`src/rtl/screen_probe_matcher_if.sv`:
```
// Video-side bundle for screen_probe_matcher: decoded DVI timing and pixel
// inputs travelling towards the detector, and the detector's status outputs
// travelling back.
interface screen_probe_matcher_if #(
  parameter int NUM_PROBES = 4
) ();
  logic                  enable;
  logic                  vsync;
  logic                  hsync;
  logic                  vde;
  logic [23:0]           rgb_pixel;
  logic                  detected;
  logic [NUM_PROBES-1:0] match_mask;
  logic                  frame_valid;

  // Video source / status consumer side.
  modport master (
    output enable, vsync, hsync, vde, rgb_pixel,
    input  detected, match_mask, frame_valid
  );

  // Detector side.
  modport slave (
    input  enable, vsync, hsync, vde, rgb_pixel,
    output detected, match_mask, frame_valid
  );
endinterface

```
`src/rtl/screen_probe_matcher.sv`:
```
// Screen-state detector. Samples NUM_PROBES fixed pixel positions per frame,
// compares each against a reference colour within a per-channel tolerance,
// and debounces the per-frame all-probes-hit result into a stable flag.
module screen_probe_matcher #(
  parameter int                       NUM_PROBES     = 4,
  parameter logic [NUM_PROBES*11-1:0] PROBE_X        = '0,
  parameter logic [NUM_PROBES*10-1:0] PROBE_Y        = '0,
  parameter logic [NUM_PROBES*24-1:0] PROBE_RGB      = '0,
  parameter logic [7:0]               TOL            = 8'd4,
  parameter int                       CONFIRM_FRAMES = 3,
  parameter int                       RELEASE_FRAMES = 2
) (
  input logic                   CLK,
  input logic                   RST_N,
  screen_probe_matcher_if.slave vid
);

  typedef enum logic {
    ST_IDLE   = 1'b0,
    ST_ACTIVE = 1'b1
  } state_e;

  localparam logic [10:0] X_MAX       = 11'd2047;
  localparam logic [9:0]  Y_MAX       = 10'd1023;
  localparam logic [3:0]  CONFIRM_CNT = 4'(CONFIRM_FRAMES);
  localparam logic [3:0]  RELEASE_CNT = 4'(RELEASE_FRAMES);

  // Raster position and per-frame hit tracking.
  logic [10:0]           x_q, x_d;
  logic [9:0]            y_q, y_d;
  logic                  vde_d_q, vde_d_d;
  logic [NUM_PROBES-1:0] hit_q, hit_d;
  logic [NUM_PROBES-1:0] pix_hit;

  // Debounce state and registered outputs.
  state_e                state_q;
  logic [3:0]            cnt_q;
  logic                  primed_q;
  logic                  detected_q;
  logic [NUM_PROBES-1:0] match_mask_q;
  logic                  frame_valid_q;

  logic                  frame_pass;
  logic [3:0]            cnt_inc;

  // |a-b| on one 8-bit channel, widened to 9 bits so the subtraction
  // can never wrap, compared inclusively against the tolerance.
  function automatic logic chan_ok(input logic [7:0] a, input logic [7:0] b);
    logic [8:0] diff;
    diff = (a >= b) ? ({1'b0, a} - {1'b0, b}) : ({1'b0, b} - {1'b0, a});
    return diff <= {1'b0, TOL};
  endfunction

  // Per-probe match of the pixel currently on the bus at the current raster
  // position; qualification by vde/hsync/vsync happens in the datapath below.
  always_comb begin
    // NOTE: every variable driven here gets a default first so no path
    // through the block leaves it unassigned and infers a latch.
    pix_hit = '0;
    for (int i = 0; i < NUM_PROBES; i++) begin
      if ((x_q == PROBE_X[11*i +: 11]) &&
          (y_q == PROBE_Y[10*i +: 10]) &&
          chan_ok(vid.rgb_pixel[23:16], PROBE_RGB[24*i+16 +: 8]) &&
          chan_ok(vid.rgb_pixel[15:8],  PROBE_RGB[24*i+8  +: 8]) &&
          chan_ok(vid.rgb_pixel[7:0],   PROBE_RGB[24*i    +: 8])) begin
        pix_hit[i] = 1'b1;
      end
    end
  end

  // Next raster position and sticky hit state. vsync outranks hsync, which
  // outranks vde, so a colliding pixel is never compared.
  always_comb begin
    x_d     = x_q;
    y_d     = y_q;
    hit_d   = hit_q;
    vde_d_d = vid.vde;
    if (!vid.enable) begin
      x_d     = '0;
      y_d     = '0;
      hit_d   = '0;
      vde_d_d = 1'b0;
    end else if (vid.vsync) begin
      // The line in flight at vsync belongs to the frame just closed, so its
      // falling edge must not advance y in the new frame.
      x_d     = '0;
      y_d     = '0;
      hit_d   = '0;
      vde_d_d = 1'b0;
    end else begin
      if (vid.hsync) begin
        x_d = '0;
      end else if (vid.vde && (x_q != X_MAX)) begin
        x_d = x_q + 11'd1;
      end
      if (vde_d_q && !vid.vde && (y_q != Y_MAX)) begin
        y_d = y_q + 10'd1;
      end
      if (vid.vde && !vid.hsync) begin
        hit_d = hit_q | pix_hit;
      end
    end
  end

  // Raster/hit registers.
  always_ff @(posedge CLK or negedge RST_N) begin
    if (!RST_N) begin
      x_q     <= '0;
      y_q     <= '0;
      vde_d_q <= 1'b0;
      hit_q   <= '0;
    end else begin
      // NOTE: sequential state uses non-blocking assignments so every
      // register samples pre-edge values regardless of statement order.
      x_q     <= x_d;
      y_q     <= y_d;
      vde_d_q <= vde_d_d;
      hit_q   <= hit_d;
    end
  end

  assign frame_pass = &hit_q;
  assign cnt_inc    = cnt_q + 4'd1;

  // Frame evaluation and confirm/release debounce FSM with registered outputs.
  // The first vsync after reset or enable only primes the block.
  always_ff @(posedge CLK or negedge RST_N) begin
    if (!RST_N) begin
      state_q       <= ST_IDLE;
      cnt_q         <= '0;
      primed_q      <= 1'b0;
      detected_q    <= 1'b0;
      match_mask_q  <= '0;
      frame_valid_q <= 1'b0;
    end else if (!vid.enable) begin
      state_q       <= ST_IDLE;
      cnt_q         <= '0;
      primed_q      <= 1'b0;
      detected_q    <= 1'b0;
      match_mask_q  <= '0;
      frame_valid_q <= 1'b0;
    end else begin
      frame_valid_q <= 1'b0;
      if (vid.vsync) begin
        primed_q <= 1'b1;
        if (primed_q) begin
          match_mask_q  <= hit_q;
          frame_valid_q <= 1'b1;
          case (state_q)
            ST_IDLE: begin
              if (!frame_pass) begin
                cnt_q <= '0;
              end else if (cnt_inc == CONFIRM_CNT) begin
                state_q    <= ST_ACTIVE;
                cnt_q      <= '0;
                detected_q <= 1'b1;
              end else begin
                cnt_q <= cnt_inc;
              end
            end
            ST_ACTIVE: begin
              if (frame_pass) begin
                cnt_q <= '0;
              end else if (cnt_inc == RELEASE_CNT) begin
                state_q    <= ST_IDLE;
                cnt_q      <= '0;
                detected_q <= 1'b0;
              end else begin
                cnt_q <= cnt_inc;
              end
            end
            default: begin
              state_q    <= ST_IDLE;
              cnt_q      <= '0;
              detected_q <= 1'b0;
            end
          endcase
        end
      end
    end
  end

  assign vid.detected    = detected_q;
  assign vid.match_mask  = match_mask_q;
  assign vid.frame_valid = frame_valid_q;

endmodule

```
`src/flat_wrapper.sv`:
```
// flat-port wrapper written by rule: the top's interface ports become plain ports
module screen_probe_matcher_flat 
#(
  parameter int                       NUM_PROBES     = 4,
  parameter logic [NUM_PROBES*11-1:0] PROBE_X        = '0,
  parameter logic [NUM_PROBES*10-1:0] PROBE_Y        = '0,
  parameter logic [NUM_PROBES*24-1:0] PROBE_RGB      = '0,
  parameter logic [7:0]               TOL            = 8'd4,
  parameter int                       CONFIRM_FRAMES = 3,
  parameter int                       RELEASE_FRAMES = 2
)
  (CLK, RST_N, vid_enable, vid_vsync, vid_hsync, vid_vde, vid_rgb_pixel, vid_detected, vid_match_mask, vid_frame_valid);
  screen_probe_matcher_if #(.NUM_PROBES(NUM_PROBES)) vid_i ();
  input logic CLK;
  input logic RST_N;
  input wire logic [$bits(vid_i.enable)-1:0] vid_enable;
  input wire logic [$bits(vid_i.vsync)-1:0] vid_vsync;
  input wire logic [$bits(vid_i.hsync)-1:0] vid_hsync;
  input wire logic [$bits(vid_i.vde)-1:0] vid_vde;
  input wire logic [$bits(vid_i.rgb_pixel)-1:0] vid_rgb_pixel;
  output wire logic [$bits(vid_i.detected)-1:0] vid_detected;
  output wire logic [$bits(vid_i.match_mask)-1:0] vid_match_mask;
  output wire logic [$bits(vid_i.frame_valid)-1:0] vid_frame_valid;
  assign vid_i.enable = vid_enable;
  assign vid_i.vsync = vid_vsync;
  assign vid_i.hsync = vid_hsync;
  assign vid_i.vde = vid_vde;
  assign vid_i.rgb_pixel = vid_rgb_pixel;
  assign vid_detected = vid_i.detected;
  assign vid_match_mask = vid_i.match_mask;
  assign vid_frame_valid = vid_i.frame_valid;
  screen_probe_matcher #(.NUM_PROBES(NUM_PROBES), .PROBE_X(PROBE_X), .PROBE_Y(PROBE_Y), .PROBE_RGB(PROBE_RGB), .TOL(TOL), .CONFIRM_FRAMES(CONFIRM_FRAMES), .RELEASE_FRAMES(RELEASE_FRAMES)) u_core (.CLK(CLK), .RST_N(RST_N), .vid(vid_i));
endmodule
```
`config.mk`:
```
export PLATFORM = sky130hd
export DESIGN_NAME = screen_probe_matcher_flat
export DESIGN_NICKNAME = d
export VERILOG_FILES = /design/src/rtl/screen_probe_matcher_if.sv /design/src/rtl/screen_probe_matcher.sv /design/src/flat_wrapper.sv
export SDC_FILE = /design/constraint.sdc
export NUM_CORES = 1
export LEC_CHECK = 0
export ABC_AREA = 0
export BUFFER_PORTS_ARGS = -buffer_cell sky130_fd_sc_hd__buf_2
export CELL_PAD_IN_SITES_DETAIL_PLACEMENT = 0
export CELL_PAD_IN_SITES_GLOBAL_PLACEMENT = 1
export CORE_ASPECT_RATIO = 0.9
export CORE_MARGIN = 2
export CORE_UTILIZATION = 40
export CTS_CLUSTER_SIZE = 24
export DETAILED_ROUTE_END_ITERATION = 12
export GPL_ROUTABILITY_DRIVEN = 0
export MAX_ROUTING_LAYER = met4
export PLACE_DENSITY_LB_ADDON = 0.12
export SLEW_MARGIN = 10
export SYNTH_ARGS = -nofsm -noshare
export SYNTH_HDL_FRONTEND = slang
export SYNTH_SLANG_ARGS = --single-unit
```
`constraint.sdc`:
```
create_clock -name CLK -period 1.9 [get_ports CLK]
set_input_delay 0.095 -clock CLK [delete_from_list [all_inputs] [get_ports CLK]]
set_output_delay 0.095 -clock CLK [all_outputs]
set_load 0.01 [all_outputs]
```
==> results of run 1 <==
[layer usage]
metal | routed length, um | vias to the layer above | track usage (%)
met3 | 189 | 2 | 3.32
met1 | 2210 | 823 | 23.6
met5 | 0 | - | -
li1 | - | 897 | -
met4 | 22 | 0 | 5.08
met2 | 2100 | 47 | 27.8
[final timing paths]
| kind | endpoint | from | depth (start not counted) | slack, ns |
|---|---|---|---|---|
| min in group asynchronous | u_core.cnt_q[2] | RST_N | 2 | 0.32 |
| hold reg to reg | u_core.vid.match_mask[1] | u_core.vid.match_mask[1] | 2 | 0.53 |
| setup / recovery | u_core.vid.detected | u_core.cnt_q[0] | 6 | 0.18 |
| max in group asynchronous | u_core.x_q[3] | RST_N | 3 | 1.05 |
| hold / removal | u_core.primed_q | vid_vsync | 2 | 0.11 |
| setup reg to reg | u_core.vid.detected | u_core.cnt_q[0] | 6 | 0.18 |
[sequential cells by signal (all words and copies together), names as in the netlist]
register and cells:
u_core.vid.detected 1, u_core.y_q 10, u_core.cnt_q 4, u_core.x_q 11, u_core.hit_q 4, u_core.vid.match_mask 4
u_core.primed_q 1, u_core.vid.frame_valid 1, u_core.vde_d_q 1, u_core.state_q 1
[cells in the mapped netlist, types with 5 or more instances]
| master | instances | area (um^2) |
|---|---|---|
| nand3_1 | 16 | 80.1 |
| and3_1 | 7 | 43.8 |
| nand2_1 | 18 | 67.6 |
| a21oi_1 | 5 | 25.0 |
| o21ai_0 | 9 | 45.0 |
| ha_1 | 7 | 87.6 |
| nor4_1 | 7 | 43.8 |
| nand4_1 | 6 | 37.5 |
| nor2_1 | 29 | 109 |
| xnor2_1 | 6 | 52.6 |
| xor2_1 | 7 | 61.3 |
| inv_1 | 9 | 33.8 |
| dfrtp_1 | 38 | 951 |
[cells by family after synthesis]
kind of cell	after synthesis
buffers and inverters	15
AOI/OAI and AO/OA	39
DFF	38
muxes	3
and+or+nand+nor	112
adders and majority gates	7
xor gates and xnor gates	13
[what timing repair did]
item	CTS	global route
gates resized for setup	0	2
hold endpoints to repair	23	0
buffers inserted	0	0
endpoints found under the setup margin	0	5
hold buffers	1	0
[cells in the final DEF (no fill, tap or decap), types with 4 or more instances in the layout]
cell type,netlist,routed
nor4_1,7,7
buf_2,2,35
xnor2_1,6,6
dfrtp_1,38,38
nand2b_1,4,4
nand3_1,16,16
xor2_1,7,7
inv_1,9,9
a31oi_1,4,4
nand4_1,6,6
buf_4,0,6
nor2_1,29,29
nand2_1,18,18
a21boi_0,4,4
a21oi_1,5,5
ha_1,7,7
clkbuf_8,0,6
and3_1,7,7
o21ai_0,9,9
[power groups by stage]
stage | registers, uW | logic (uW) | clock network (uW)
detailed placement | 832 | 110 | 0
finish | 815 | 111 | 578
floorplan | 832 | 45.2 | 0
global placement | 831 | 110 | 0
CTS | 815 | 112 | 604
global route | 816 | 127 | 642
[stage by stage]
stage                     hold WS (ns)  cell area, um^2  power, uW  setup WS [ns]  utilization [%]
after global routing            0.0997             2540       1580         0.0587             48.6
after detailed placement         0.118             2420        942          0.175             46.4
after CTS                       0.0967             2520       1530          0.162             48.3
after floorplan                 -0.201             2140        877          0.259                -
after global placement           0.120             2420        941          0.201             46.4
final                            0.114             2540       1500          0.179             48.6
[worst max-delay path: stages (launching register included)]
cell and delay [ns]:
dfrtp_1 0.44, ha_1 0.27, and2_0 0.15, a211o_1 0.32, and3_1 0.19, a21boi_1 0.14
mux2i_1 0.11
[area by class of cell]
| type | instances | area, um^2 |
|---|---|---|
| flip-flops and latches | 38 | 951 |
| multi-input cells | 174 | 1150 |
| well taps | 67 | 83.8 |
| fillers | 512 | 2690 |
| clock inverters | 1 | 5.00 |
| clock buffers | 7 | 86.3 |
| repair buffers | 42 | 230 |
| inverters | 9 | 33.8 |
==> flow_metrics.py, run 1 <==
metrics = {
    "status": {
        "status": "completed",
    },
    "layout": {
        "layout-drive-gt1-share_pct": 22.1,
        "syn2layout_area_growth_pct": 18.4,
        "final_nets": 307,
        "antennaDiodeCount": 0,
        "instances_no_fill": 338,
    },
    "logic_synthesis": {
        "synth-seq-area-share_pct": 44.4,
        "synth.net_count": 264,
        "synth_cell_type_count": 47,
        "synth_compound_area_share_pct": 13.2,
        "syn_inst": 227,
        "synth_top_family_by_area": "simple AND/OR/NAND/NOR gates",
        "synth-seq-cells": 38,
        "synthSimpleGateAreaFrac_pct": 28.9,
        "synthMuxAreaShare_pct": 1.40,
        "synthAdderAreaFrac_pct": 4.09,
        "synth_xor_area_share_pct": 5.31,
        "synth.avg_cell_area_um2": 9.44,
        "synth_enable_flop_cells": 0,
        "ys_warn_count": 0,
        "synth_area_um2": 2140,
        "synth_flop_cell": "dfrtp_1",
        "async_reset_ff_share_pct": 100,
    },
    "timing": {
        "rsz0062_at_grt": "false",
        "timing.slew.headroom_pct": 63.7,
        "skew_ns": 0.00660,
        "period_share_pct": 90.6,
        "setup_viol": 0,
        "fin_setup_tns_ns": 0,
        "max_freq_mhz": 581,
        "finalHoldViolations": 0,
        "worstMarginPinSlew_ns": 0.544,
        "period_needed_ns": 1.72,
        "drv_slew": 0,
    },
    "pwr": {
        "clock_power_share_pct": 38.4,
        "p_int_uw": 1150,
        "power.leakage_uw": 0.00110,
        "sw_frac_of_total_pct": 23.5,
        "p_per_area_nw_per_um2": 593,
        "power_frac_seq_pct": 54.2,
        "power_switching_uw": 353,
        "combPwrFrac_pct": 7.4,
        "ir_worst_vdd_uv": 335,
    },
    "global_routing": {
        "grt_max_degree": 26,
        "grt_pass1_vias": 1710,
        "grt.overflow.total": 0,
        "antenna_found_initial": 0,
        "grt_usage_pct": 17.8,
        "grt_pass1_wl_um": 7960,
    },
    "clock_network": {
        "htree_levels": 2,
        "cts_buffer_depth": 2,
        "cts.sinks": 38,
        "clkTransAtPathRegs_ns": 0.08,
        "cts_root_buf": "clkbuf_8",
        "clkLatencyLatePin_ns": 0.28,
        "cts_buffers": 5,
        "cts_tree": "yes",
    },
    "detailed_routing": {
        "drt_iter0_drc": 81,
        "drc": 0,
        "routedWlPerCell_um": 13.4,
        "num_vias": 1769,
        "ant_nets": 0,
        "dr.pass1.iters": 4,
        "routed_wirelength_um": 4520,
        "vias_per_cell": 5.23,
    },
    "flow_run": {
        "max_cap_viol_count": 0,
    },
    "die": {
        "die_w_um": 81.2,
        "die_area_um2": 5960,
        "start_util_pct": 41.0,
        "core_um2": 5220,
        "pin_count": 36,
        "rows": 25,
        "die_height_um": 73.4,
    },
    "worst_setup_path": {
        "path_max_fanout": 6,
        "crit_required_ns": 2.08,
        "setup.worst_path.end_class": "flip-flop",
        "arrival_ns": 1.90,
        "start_kind": "flip-flop",
        "worstSetupPathType": "flip-flop to flip-flop",
    },
    "worst_hold_path": {
        "min_path_type": "input port to flip-flop",
    },
    "placed_design": {
        "dp_cells": 329,
        "numPortBuffers": 35,
        "dp.final_hpwl_um": 3380,
    },
}
Note: power is estimated with default switching activity, not from simulation.
==> run 2, diff against run 1 <==
clock period = 1.7 ns   (was 1.9 ns; I/O delays follow)
==> run 2 against run 1 <==
  * Clock-buffer cell count decreased by 2
  * First-iteration DRC count is 42% lower
  * Die area unchanged
  * Routed wire length is 2.8% higher
  * Sequential share of layout area fell by 0.97 points
  * Total power up 8.8%
  * Final area up 2.7%
  * Largest cell class unchanged
  * Highest routed layer unchanged
==> flow_metrics.py, run 2 (synthesized netlist as in run 1, its figures left out) <==
metrics = {
    "worst_setup_path": {
        "setup.worst_path.end_class": "flip-flop",
        "path_depth": 6,
        "rrSetupSlack_ns": 0.11,
        "reg2reg_to": "u_core.vid.detected",
        "path_buf_inv": 0,
        "path_max_fanout": 4,
        "crit_chain": "ha_2 > and2_0 > a211o_1 > and3_1 > a21boi_1 > mux2i_1",
        "startpoint": "u_core.cnt_q[0]",
        "crit_family": "compound AO/OA/AOI/OAI gates",
        "arrival_ns": 1.77,
        "crit_required_ns": 1.88,
        "worstSetupEndpoint": "u_core.vid.detected",
        "worstSetupPathType": "flip-flop to flip-flop",
        "start_kind": "flip-flop",
        "slowest_stage": "dfrtp_1",
        "critPathMaxStageDelay_ns": 0.39,
        "r2r_cells": 6,
        "regToRegStartpoint": "u_core.cnt_q[0]",
    },
    "timing": {
        "timing.slew.headroom_pct": 67.6,
        "skew_ns": 0.00491,
        "drv_slew": 0,
        "period_share_pct": 93.7,
        "layout_setup_ws_ns": 0.108,
        "fin_setup_tns_ns": 0,
        "max_freq_mhz": 628,
        "worstMarginPinSlew_ns": 0.486,
        "finalHoldViolations": 0,
        "period_needed_ns": 1.59,
        "setup_viol": 0,
    },
    "layout": {
        "instances_no_fill": 344,
        "largestRegisters": "u_core.x_q x11, u_core.y_q x10",
        "antennaDiodeCount": 0,
        "syn2layout_area_growth_pct": 21.5,
        "final_nets": 314,
        "top_register": "u_core.x_q",
        "final_cell_area_um2": 2610,
        "largest_register_ffs": 11,
        "final_cell_mix": "dfrtp_1, buf_2, nor2_1",
        "final_common_cell": "dfrtp_1",
        "num-fill-cells": 519,
        "layout-drive-gt1-share_pct": 25.3,
    },
    "clock_network": {
        "cts.sinks": 38,
        "cts_buffer_depth": 2,
        "htree_levels": 2,
        "clkLatencyLatePin_ns": 0.29,
        "cts_tree": "yes",
        "cts_buffers": 5,
        "cts_root_buf": "clkbuf_8",
        "cts_setup_buffers": 0,
        "clkTransAtPathRegs_ns": 0.08,
    },
    "detailed_routing": {
        "ant_nets": 0,
        "dr.pass1.iters": 4,
        "num_vias": 1806,
        "drc": 0,
        "vias_per_cell": 5.25,
        "routed_wirelength_um": 4650,
        "routedWlPerCell_um": 13.5,
        "drt_iter0_drc": 47,
    },
    "die": {
        "core_um2": 5220,
        "die_height_um": 73.4,
        "rows": 25,
        "die_area_um2": 5960,
        "start_util_pct": 41.0,
        "die_w_um": 81.2,
        "pin_count": 36,
    },
    "pwr": {
        "power.leakage_uw": 0.00114,
        "ir_worst_vdd_uv": 282,
        "finalPower_uw": 1640,
        "p_per_area_nw_per_um2": 628,
    },
    "global_routing": {
        "antenna_found_initial": 0,
        "grt_usage_pct": 17.9,
        "grt_max_degree": 39,
        "grt_pass1_vias": 1737,
        "grt.overflow.total": 0,
        "grt_pass1_wl_um": 7880,
    },
    "placed_design": {
        "dp.final_hpwl_um": 3430,
        "pre_cts_ws_ns": 0.0343,
        "numPortBuffers": 35,
        "dp_cells": 336,
        "placedInstanceArea_um2": 2470,
    },
    "status": {
        "status": "completed",
    },
    "worst_hold_path": {
        "min_path_type": "input port to flip-flop",
    },
    "flow_run": {
        "max_cap_viol_count": 0,
    },
}
-- run 2: area by class of cell --
| type | instances | area [um^2] | share of cell area [%] |
|---|---|---|---|
| clock inverters | 2 | 10.0 | 0.384 |
| inverters | 9 | 33.8 | 1.30 |
| well taps | 67 | 83.8 | 3.22 |
| clock buffers | 5 | 68.8 | 2.64 |
| repair buffers | 49 | 283 | 10.9 |
| multi-input cells | 174 | 1170 | 45.1 |
| flip-flops and latches | 38 | 951 | 36.5 |
-- run 2: worst min-delay path by stage --
stage | start | to | slack, ns | cells past startpoint
final | vid_vsync | u_core.primed_q | 0.09 | 2
after detailed placement | RST_N | u_core.vid.match_mask[1] | 0.18 | 2
after global placement | RST_N | u_core.vid.match_mask[1] | 0.17 | 2
after CTS | vid_vsync | u_core.primed_q | 0.07 | 2
after floorplan | RST_N | u_core.cnt_q[0] | -0.21 | 0
after global routing | vid_vsync | u_core.primed_q | 0.1 | 2
-- run 2: timing repair --
action / CTS / global route
gates resized for setup: 0 / 6
setup endpoints to repair: 0 / 10
hold buffers: 1 / 0
hold endpoints to repair: 38 / 0
-- run 2: metrics by stage --
stage / util (%) / hold slack (ns)
after detailed placement: 47.4 / 0.176
after global routing: 49.9 / 0.0964
after global placement: 47.4 / 0.170
after CTS: 49.1 / 0.0706
after floorplan: - / -0.211
final: 49.9 / 0.0850
-- run 2: report_power, final --
group / internal (uW) / switching [uW]
sequential: 908 / 3.40
clock: 276 / 324
combinational: 54.1 / 72.6
-- run 2: per-layer routing --
metal	vias to the layer above	track usage [%]	part of all wire, %
li1	913	-	-
met1	837	23.9	50
met2	48	27.3	44
met3	8	3.32	4.4
met4	0	6.78	1.6
met5	-	-	0
